File: src/rtl/mdu_issue.sv
// rtl/mdu_issue.sv - issue/writeback sequencer in front of the multiply/divide unit
module mdu_issue #(
  parameter int TIMEOUT_CYCLES = 64
) (
  input  logic        clock,
  input  logic        reset,
  input  logic        io_req_valid,
  output logic        io_req_ready,
  input  logic [31:0] io_req_rs1,
  input  logic [31:0] io_req_rs2,
  input  logic [2:0]  io_req_op,
  input  logic [4:0]  io_req_rd,
  input  logic        io_flush,
  output logic [31:0] io_mdu_rs1,
  output logic [31:0] io_mdu_rs2,
  output logic [2:0]  io_mdu_op,
  output logic        io_mdu_valid,
  input  logic        io_mdu_ready,
  input  logic [31:0] io_mdu_rd,
  output logic        io_wb_valid,
  input  logic        io_wb_ready,
  output logic [4:0]  io_wb_rd,
  output logic [31:0] io_wb_data,
  output logic        io_busy,
  output logic        io_timeout
);

  // Counter only needs to reach TIMEOUT_CYCLES-1: that is the cycle the timeout fires in.
  localparam int CW = (TIMEOUT_CYCLES > 2) ? $clog2(TIMEOUT_CYCLES) : 1;
  localparam logic [CW-1:0] CNT_LAST = CW'(TIMEOUT_CYCLES - 1);

  typedef enum logic [2:0] {
    S_IDLE   = 3'd0,
    S_LAUNCH = 3'd1,
    S_WAIT   = 3'd2,
    S_WB     = 3'd3,
    S_DRAIN  = 3'd4
  } state_e;

  state_e        state_q;
  logic [CW-1:0] cnt_q;
  logic [31:0]   rs1_q;
  logic [31:0]   rs2_q;
  logic [2:0]    op_q;
  logic [4:0]    rd_q;
  logic [31:0]   wb_data_q;
  logic          timeout_q;

  logic          accept;
  logic          cnt_at_last;

  assign accept      = io_req_valid && io_req_ready;
  assign cnt_at_last = (cnt_q == CNT_LAST);

  // Handshake outputs decoded from the registered state; flush gates the
  // request and launch strobes in the same cycle so nothing escapes a kill.
  assign io_req_ready = (state_q == S_IDLE) && !io_flush;
  assign io_mdu_valid = (state_q == S_LAUNCH) && !io_flush;
  assign io_wb_valid  = (state_q == S_WB);
  assign io_busy      = (state_q != S_IDLE);
  assign io_mdu_rs1   = rs1_q;
  assign io_mdu_rs2   = rs2_q;
  assign io_mdu_op    = op_q;
  assign io_wb_rd     = rd_q;
  assign io_wb_data   = wb_data_q;
  assign io_timeout   = timeout_q;

  // Sequencer: captures the request, launches the MDU, tracks the
  // variable-latency result and holds it until writeback takes it.
  always_ff @(posedge clock) begin
    if (reset) begin
      state_q   <= S_IDLE;
      cnt_q     <= '0;
      rs1_q     <= '0;
      rs2_q     <= '0;
      op_q      <= '0;
      rd_q      <= '0;
      wb_data_q <= '0;
      timeout_q <= 1'b0;
    end else begin
      case (state_q)
        S_IDLE: begin
          if (accept) begin
            rs1_q <= io_req_rs1;
            rs2_q <= io_req_rs2;
            op_q  <= io_req_op;
            rd_q  <= io_req_rd;
            cnt_q <= '0;
            // A write to x0 has no architectural effect, so it is retired on accept.
            state_q <= (io_req_rd == 5'd0) ? S_IDLE : S_LAUNCH;
          end
        end
        S_LAUNCH: begin
          cnt_q   <= '0;
          state_q <= io_flush ? S_IDLE : S_WAIT;
        end
        S_WAIT: begin
          if (io_mdu_ready) begin
            if (!io_flush) begin
              wb_data_q <= io_mdu_rd;
              state_q   <= S_WB;
            end else begin
              state_q <= S_IDLE;
            end
          end else if (cnt_at_last) begin
            // Abandoning wins over a flush: the MDU is considered hung either way.
            timeout_q <= 1'b1;
            state_q   <= S_IDLE;
          end else begin
            cnt_q <= cnt_q + 1'b1;
            // The MDU cannot be aborted, so a killed request must still absorb its result.
            if (io_flush) begin
              state_q <= S_DRAIN;
            end
          end
        end
        S_DRAIN: begin
          if (io_mdu_ready) begin
            state_q <= S_IDLE;
          end else if (cnt_at_last) begin
            timeout_q <= 1'b1;
            state_q   <= S_IDLE;
          end else begin
            cnt_q <= cnt_q + 1'b1;
          end
        end
        S_WB: begin
          if (io_flush || io_wb_ready) begin
            state_q <= S_IDLE;
          end
        end
        default: begin
          state_q <= S_IDLE;
        end
      endcase
    end
  end

endmodule
File: config.mk
export PLATFORM = sky130hd
export DESIGN_NAME = mdu_issue
export DESIGN_NICKNAME = d
export VERILOG_FILES = /design/src/rtl/mdu_issue.sv
export SDC_FILE = /design/constraint.sdc
export NUM_CORES = 1
export LEC_CHECK = 0
export ABC_AREA = 1
export CORE_MARGIN = 4
export CORE_UTILIZATION = 36
export DETAILED_ROUTE_END_ITERATION = 7
export GPL_ROUTABILITY_DRIVEN = 0
export PLACE_DENSITY = 0.85
export RECOVER_POWER = 25
export SETUP_SLACK_MARGIN = 0.1
export SYNTH_ARGS = -nofsm -noshare
export SYNTH_HDL_FRONTEND = slang
export SYNTH_SLANG_ARGS = --single-unit
File: constraint.sdc
create_clock -name clock -period 1.5 [get_ports clock]
set_clock_uncertainty 0.1 [all_clocks]
set_input_delay 0.225 -clock clock [delete_from_list [all_inputs] [get_ports clock]]
set_output_delay 0.225 -clock clock [all_outputs]
set_load 0.1 [all_outputs]
==> results by stage, run 1 <==
Drt:
- After detailed routing, the total wire length is 18300 um.
- In the routed design, unresolved DRC markers number 0.
- In this run, the number of DRC markers left after iteration 0 of detailed routing was 346.
- The final route contains 5209 vias.
- The final routed wire length divided by cell count is 18.3 um.
- The number of search-and-repair iterations in the first detailed-routing pass is 5.
- The average vias per placed instance is 5.23.
- The detail route stage leaves a number of antenna-violating nets equal to 0.

Clocking:
- The clock tree from TritonCTS is yes.
- The clock drives 114 sinks.
- The clock tree buffer depth is 2.
- The insertion delay to the later sink of the worst-skew pair is 0.41 ns.
- The root buffer cell is clkbuf_16.
- The hold buffer count at CTS is 0.
- The number of CTS-inserted buffers is 17.
- The clock input transition at the sequential cells of the worst setup and hold paths is 0.05 ns.
- The clock tree synthesis step divided the H-tree into 4 levels.

Die:
- After floorplanning, the core was divided into 40 placement rows.
- The floorplan step defined a die boundary enclosing 0.0142 mm^2.
- The top-level port count is 219.
- The core outline area is 0.0120 mm^2.
- The die is 119 um tall.
- The floorplan step set the die width to 119 um.
- The initial utilization of the core area, before any placement, comes to 36.9%.

Global route:
- The number of global-route vias before repair is 5388.
- Global routing used 24.8% of the available tracks across all layers.
- The initial antenna violation count came to 0.
- The sum of overflow across all layers after global routing is 0.
- The pin count of the biggest net entering global routing is 50.
- The first global-routing pass estimated 27700 um of wire.

Run status:
- The run finished, with violations left.
- The final reports fail on setup timing.

Setup path:
- The number of buffer and inverter instances along the worst setup path is 2.
- The endpoint required time on the critical path is 1.17 ns.
- The worst setup path is launched from a register.
- The cell family contributing the most delay on the critical path is simple AND/OR/NAND/NOR gates.
- The cell with the biggest individual delay on the critical path is dfxtp_2.
- STA puts the critical path data arrival time at 1.43 ns.
- The first element of the critical path is state_q[2]$_SDFFE_PP0P_.
- In this design, the stage delay of the slowest critical-path cell is 0.34 ns.
- The startpoint identified for the worst register-to-register timing path is state_q[2]$_SDFFE_PP0P_.
- Walking the worst path, the cells encountered are nor2_4, nand2_8, nor2_4, buf_12, buf_12.
- The type of the worst setup path is register to output pin.
- The worst setup path is captured at an output pin.
- The maximum fanout encountered on the critical timing path is 3.

Power:
- The worst IR drop on VDD is 0.00108 V.
- The power per cell area is 1890 mW/mm^2.
- The analysis attributes to cell leakage a power of 3.47 nW.

Timing:
- Dividing the final minimum period by the clock period gives 117%.
- The final critical-path setup slack is -0.251 ns.
- The worst hold margin is 0.215 ns.
- The final number of max-transition violations is 0.
- The final critical-path required period is 1.75 ns.
- The transition at the pin with the smallest max-transition slack is 0.394 ns.
- Setup violations remaining at the end of the flow were counted as 117.
- The count of final hold-check violations is 0.
- Derived from the worst setup path, the maximum achievable clock frequency is 571 MHz.
- Setup repair after global routing could not meet its margin everywhere.
- In this run the tightest slew margin relative to its limit is 73.6%.

Placement:
- The number of buffer cells added on primary ports is 218.
- The HPWL after detailed placement is 11500 um.
- The setup slack after placement is -0.235 ns.

Synth:
- The number of nets handed over by synthesis was 683.
- Synthesis handed over a netlist of 572 instances.
- The mapped netlist covers 0.00443 mm^2.
- The number of distinct library cells after synthesis is 23.
- The post-synthesis area per instance is 7.75 um^2.
- After synthesis the netlist holds a flip-flop and latch count of 114.
- The sequential area share after synthesis is 51.5%.
- The Yosys warning count is 0.

Cells and area:
- The net total in the final layout is 949.
- Compared with the post-synthesis result, the final layout area differs by 101%.
- The fraction of final layout cells sized beyond drive strength 1 is 32.0%.
- The number of antenna diodes in the final layout is 0.
- Cells fill 74.2% of the core in the end.

Min path:
- The tightest min-delay check is of the input port to register type.
- In this run the most critical hold path is launched from reset.

Job:
- The count of maximum capacitance violations is 0.
area by class of cell:
type                            count  area, um^2
Inverter                           17        70.1
Fill cell                         755        3100
Multi-Input combinational cell    400        2090
Tap cell                          147         184
Clock inverter                      4        25.0
Sequential cell                   114        2290
Clock buffer                       26         509
Timing Repair Buffer              288        3740
layer usage:
layer,up-vias,global-route usage [%],share of wire (%)
li1,2431,-,-
met3,48,9.92,8.5
met4,0,11.7,3.5
met1,2490,25.9,36
met5,-,0,0
met2,240,43.5,52
cell usage in the layout, fill, tap and decap left out, types with 2 or more instances in the layout:
cell type / Yosys / final
nand4_1: 3 / 3
nand2_8: 0 / 2
nand3_1: 83 / 77
buf_12: 0 / 93
inv_1: 16 / 14
clkinv_2: 0 / 2
buf_4: 0 / 47
buf_6: 6 / 6
nor2_1: 88 / 83
nand2_2: 2 / 10
clkdlybuf4s50_1: 0 / 107
clkbuf_8: 0 / 5
buf_2: 18 / 2
nor2_4: 1 / 7
o21ai_1: 0 / 6
clkbuf_4: 0 / 26
clkbuf_1: 16 / 4
clkbuf_16: 0 / 19
dfxtp_1: 114 / 108
a21oi_1: 72 / 59
buf_16: 0 / 2
bufbuf_16: 0 / 2
a21oi_2: 11 / 22
dfxtp_2: 0 / 6
nand2_4: 2 / 2
nand3_2: 0 / 5
clkinvlp_4: 0 / 3
a21oi_4: 0 / 2
nand2_1: 96 / 86
o21ai_0: 35 / 28
what timing repair did:
item	4_1_cts	5_1_grt
pin swaps	10	21
gates cloned	4	3
setup buffers	10	1
setup endpoints to repair	116	119
gates resized for setup	36	26
synthesized netlist by cell type:
cell	instances	share of area (%)
a21oi_1	72	8.1
a21oi_2	11	2.2
buf_1	1	0.085
buf_2	18	2.0
buf_6	6	1.5
clkbuf_1	16	1.4
dfxtp_1	114	51
ha_1	1	0.28
inv_1	16	1.4
inv_2	1	0.085
nand2_1	96	8.1
nand2_2	2	0.28
nand2_4	2	0.51
nand3_1	83	9.4
nand4_1	3	0.42
nor2_1	88	7.4
nor2_2	2	0.28
nor2_4	1	0.25
nor3_1	1	0.11
nor3_4	1	0.37
o21ai_0	35	4.0
o21ai_2	1	0.20
xnor2_1	1	0.20
report_power, final:
group          leakage [nW]  switching [mW]  total (mW)  internal [mW]
registers             0.929           0.426        3.90           3.48
logic                  2.29            5.60        9.28           3.68
clock network         0.258            1.34        3.64           2.30
total                  3.47            7.36        16.8           9.47
registers in the layout, indices dropped and copies added (netlist names):
signal and cells:
state_q 3, cnt_q 6, io_wb_data 32, io_mdu_rs1 32, io_mdu_rs2 32, io_mdu_op 3, io_wb_rd 5, io_timeout 1
cells by family after synthesis:
group	share of synthesized area (%)
buf+inv	6.43
compound gates	14.4
simple gates	27.2
xor+xnor	0.198
flops	51.5
fa+ha+maj	0.282
final timing paths:
kind                                 endpoint  slack [ns]  cells after the start
hold / removal       io_wb_rd[2]$_SDFFE_PP0P_        0.21                      3
setup / recovery                 io_req_ready       -0.25                      5
hold reg to reg   io_mdu_rs1[28]$_SDFFE_PP0P_        0.36                      2
setup reg to reg  io_mdu_rs2[17]$_SDFFE_PP0P_       -0.22                      8
worst reg2reg max path: cells and delay by family, from the launching register on:
family | cells | cell delay, ns
flops | 1 | 0.34
compound gates | 1 | 0.19
simple gates | 4 | 0.49
buf+inv | 3 | 0.54
per-stage QoR:
stage          power (mW)  area (um^2)  std cells  TNS [ns]
2_1_floorplan        8.80         4500        572     -2.35
4_1_cts              16.9         9080        992    -17.75
3_3_place_gp         12.1         8220        948    -13.84
6_report             16.8         8910        996    -18.65
5_1_grt              17.5         8910        996    -28.32
3_5_place_dp         12.2         8220        948    -19.07
(Power assumes the default switching activity.)
==> run 2: changes to the inputs <==
==> constraint.sdc (replaced) <==
create_clock -name clock -period 1.6 [get_ports clock]
set_clock_uncertainty 0.1 [all_clocks]
set_input_delay 0.24 -clock clock [delete_from_list [all_inputs] [get_ports clock]]
set_output_delay 0.24 -clock clock [all_outputs]
set_load 0.1 [all_outputs]
==> results by stage, run 2 (same netlist as run 1, synthesis figures left out) <==
Setup path:
- The endpoint required time on the critical path is 1.82 ns (+0.65 ns).
- The data arrival time at the worst-slack endpoint is 2.03 ns (+0.60 ns).
- The worst stage delay on the critical path is 0.36 ns (+0.02 ns).
- The cell with the biggest individual delay on the critical path is dfxtp_4.
- The kind of cell adding the most delay to the critical path is buffers and inverters.
- The critical path in this run is classified as register to register.
- Walking the worst path, the cells encountered are nor2_4, buf_6, nand2_8, nor2_4, buf_4, buf_12, buf_12, clkbuf_16, nand3_1, a21oi_1.
- STA classifies the critical path endpoint as a register.
- STA classifies the critical path startpoint as a register.
- The maximum fanout encountered on the critical timing path is 10 (+7).
- The number of buffer and inverter instances along the worst setup path is 5 (+3).

Placement:
- The number of buffer cells added on primary ports came to 218 (unchanged).
- The cell area reported after detailed placement is 0.00798 mm^2 (-3.0%).
- The half-perimeter wire length of the detailed placement result is 11100 um (-3.5%).

Power:
- The power per cell area is 1850 mW/mm^2 (-2.3%).
- The switching share of power is 42.7% (-1.1 points).
- The internal power consumption is 9.56 mW (+0.99%).
- The combinational power share is 53.1% (-2.1 points).
- The power spent charging and discharging nets came to 7.11 mW (-3.4%).
- The leakage power came to 3.51 nW (+1.1%).
- The relative contribution of sequential cells to total power came to 22.0% (-1.2 points).
- The worst IR drop on VDD came to 0.00116 V (+8.0%).
- The share of total power in the clock network is 24.8% (+3.2 points).

Global route:
- The number of global-route vias before repair was 5071 (-5.9%).
- The sum of overflow across all layers after global routing is 0 (unchanged).
- The total track usage came to 23.8% (-1.0 points).
- The pin count of the biggest net entering global routing is 59 (+18%).
- The wire length of the first global-routing pass was 26400 um (-5.0%).
- The initial antenna violation count is 1 (+1).

Clocking:
- The insertion delay to the later sink of the worst-skew pair is 0.41 ns (about the same).
- The clock tree buffer depth was 2 (unchanged).
- The maximum level of the CTS H-tree came to 4 (unchanged).
- The number of CTS-inserted buffers was 17 (unchanged).
- The hold buffer count at CTS is 0 (unchanged).
- The number of clock sinks was 114 (unchanged).
- The clock input transition at the sequential cells of the worst setup and hold paths was 0.05 ns (about the same).
- The root buffer cell is clkbuf_16.
- The clock tree from TritonCTS is yes.

Drt:
- The total number of vias was 5233 (+0.46%).
- The count of routing violations after the opening detailed-route iteration is 381 (+10%).
- The number of search-and-repair iterations in the first detailed-routing pass came to 5 (unchanged).
- The number of remaining DRC errors is 0 (unchanged).
- The average vias per placed instance is 5.31 (+1.5%).
- The residual antenna-violating net count after detailed routing is 0 (unchanged).
- The met2 wirelength from detailed routing is 10000 um (+5.8%).
- The detailed route wirelength on metal3 is 1610 um (+3.3%).
- After detailed routing, no signal wire sits above met4.
- The final routed wire length divided by cell count is 19.5 um (+6.5%).
- The wire length the detailed router placed on met1 is 6890 um (+4.9%).
- The total wire length is 19300 um (+5.4%).

Cells and area:
- The net total in the final layout came to 937 (-1.3%).
- The most common cell after layout, fill and taps aside is dfxtp_1.
- The synthesis-to-finish area growth is 104%.
- The end-of-flow core utilization is 75.2% (+1.1 points).
- The number of fill cells came to 754 (-0.13%).
- The library cells used most frequently in the layout, excluding fill and tap cells, are dfxtp_1 (111), clkdlybuf4s50_1 (107), buf_12 (92), nand2_1 (90), nor2_1 (83).
- The fraction of final layout cells sized beyond drive strength 1 is 31.6% (-0.41 points).
- The area of all placed cells without fillers is 0.00904 mm^2 (+1.4%).

Die:
- The starting density of the core was 36.9% (unchanged).
- The vertical die dimension is 119 um (unchanged).
- The core outline area is 0.0120 mm^2 (unchanged).
- The top-level port count was 219 (unchanged).
- The floorplan row count is 40 (unchanged).
- The die extent in x is 119 um (unchanged).
- The die area is 0.0142 mm^2 (unchanged).

Timing:
- The transition at the pin with the smallest max-transition slack is 0.704 ns (+0.310 ns).
- The achievable frequency is 555 MHz.
- After layout, the minimum clock period comes to 1.80 ns.
- The final critical-path setup slack was -0.201 ns (+0.0507 ns).
- Setup repair after global routing could not meet its margin everywhere.
- The number of setup violations in the final report is 109 (-6.8%).
- The final number of max-transition violations is 0 (unchanged).
- The count of final hold-check violations was 0 (unchanged).
- The tightest slew margin relative to the limit was 53.1% (-20 points).
- The fraction of the cycle the final worst path needs is 113%.

Run status:
- The final reports fail on setup timing.
- The flow ran to the end, but the final reports show violations.

Job:
- The count of maximum capacitance violations was 0 (unchanged).

Min path:
- The worst min-delay path category is input port to register.
## run 2: cell count changes in the layout (fill, tap and decap cells not counted), moves of 3 or more
cell       change
clkbuf_8       -3
clkbuf_16      +6
dfxtp_1        +3
bufinv_16      +5
nand2_2        -4
dfxtp_2        -5
o21ai_0        +3
a21oi_1        -7
a21oi_2        +8
o21ai_1        -4
buf_4         -25
buf_6          +6
nand2_1        +4
## run 2: through the flow
stage / worst slack [ns] / setup TNS, ns / power [mW] / hold WS, ns / std cells
floorplan: 0.0402 / 0 / 8.20 / 0.304 / 572
global placement: -0.157 / -7.98 / 10.9 / 0.385 / 925
global route: -0.270 / -19.74 / 17.3 / 0.166 / 986
CTS: -0.190 / -7.04 / 15.7 / 0.100 / 969
finish: -0.201 / -12.11 / 16.7 / 0.156 / 986
detailed placement: -0.224 / -8.53 / 11.0 / 0.386 / 925
## run 2: timing repair
| item | 4_1_cts | 5_1_grt |
|---|---|---|
| pin swaps | 9 | 56 |
| gates resized for setup | 19 | 68 |
| cloned | 3 | 11 |
| endpoints found under the hold margin | 0 | 0 |
| setup buffers | 10 | 6 |
| setup endpoints to repair | 98 | 118 |
## run 2: area by class of cell
type	count	area, um^2	share of cell area, %
Antenna cell	1	2.50	0.0277
Clock buffer	21	460	5.09
Clock inverter	10	181	2.01
Inverter	17	71.3	0.789
Multi-Input combinational cell	401	2110	23.3
Sequential cell	114	2290	25.3
Tap cell	147	184	2.04
Timing Repair Buffer	275	3740	41.4
## run 2: layer usage
layer	track usage, %	vias to the layer above
li1	-	2416
met3	9.50	54
met4	12.3	0
met5	0	-
met1	23.8	2472
met2	42.3	291
## run 2: worst min-delay path, delay by kind of cell
kind	cells	cell delay [ns]
buffers and inverters	1	0.20
and+or+nand+nor	1	0.12
AOI/OAI and AO/OA	1	0.06
## run 2: path summary, 6_finish.rpt
kind	start	endpoint	slack (ns)	depth (start not counted)
setup / recovery	state_q[2]$_SDFFE_PP0P_	io_mdu_rs1[25]$_SDFFE_PP0P_	-0.20	10
hold / removal	io_req_valid	io_mdu_rs1[30]$_SDFFE_PP0P_	0.16	3
setup reg to reg	state_q[2]$_SDFFE_PP0P_	io_mdu_rs1[25]$_SDFFE_PP0P_	-0.20	10
hold reg to reg	io_mdu_rs2[12]$_SDFFE_PP0P_	io_mdu_rs2[12]$_SDFFE_PP0P_	0.36	2
## run 2: power groups by stage
stage / Sequential, mW / Clock, mW / Combinational [mW]
floorplan: 5.88 / 0 / 2.32
global placement: 3.70 / 0 / 7.16
detailed placement: 3.73 / 0 / 7.26
CTS: 3.68 / 4.17 / 7.81
global route: 3.71 / 4.32 / 9.22
finish: 3.67 / 4.14 / 8.86
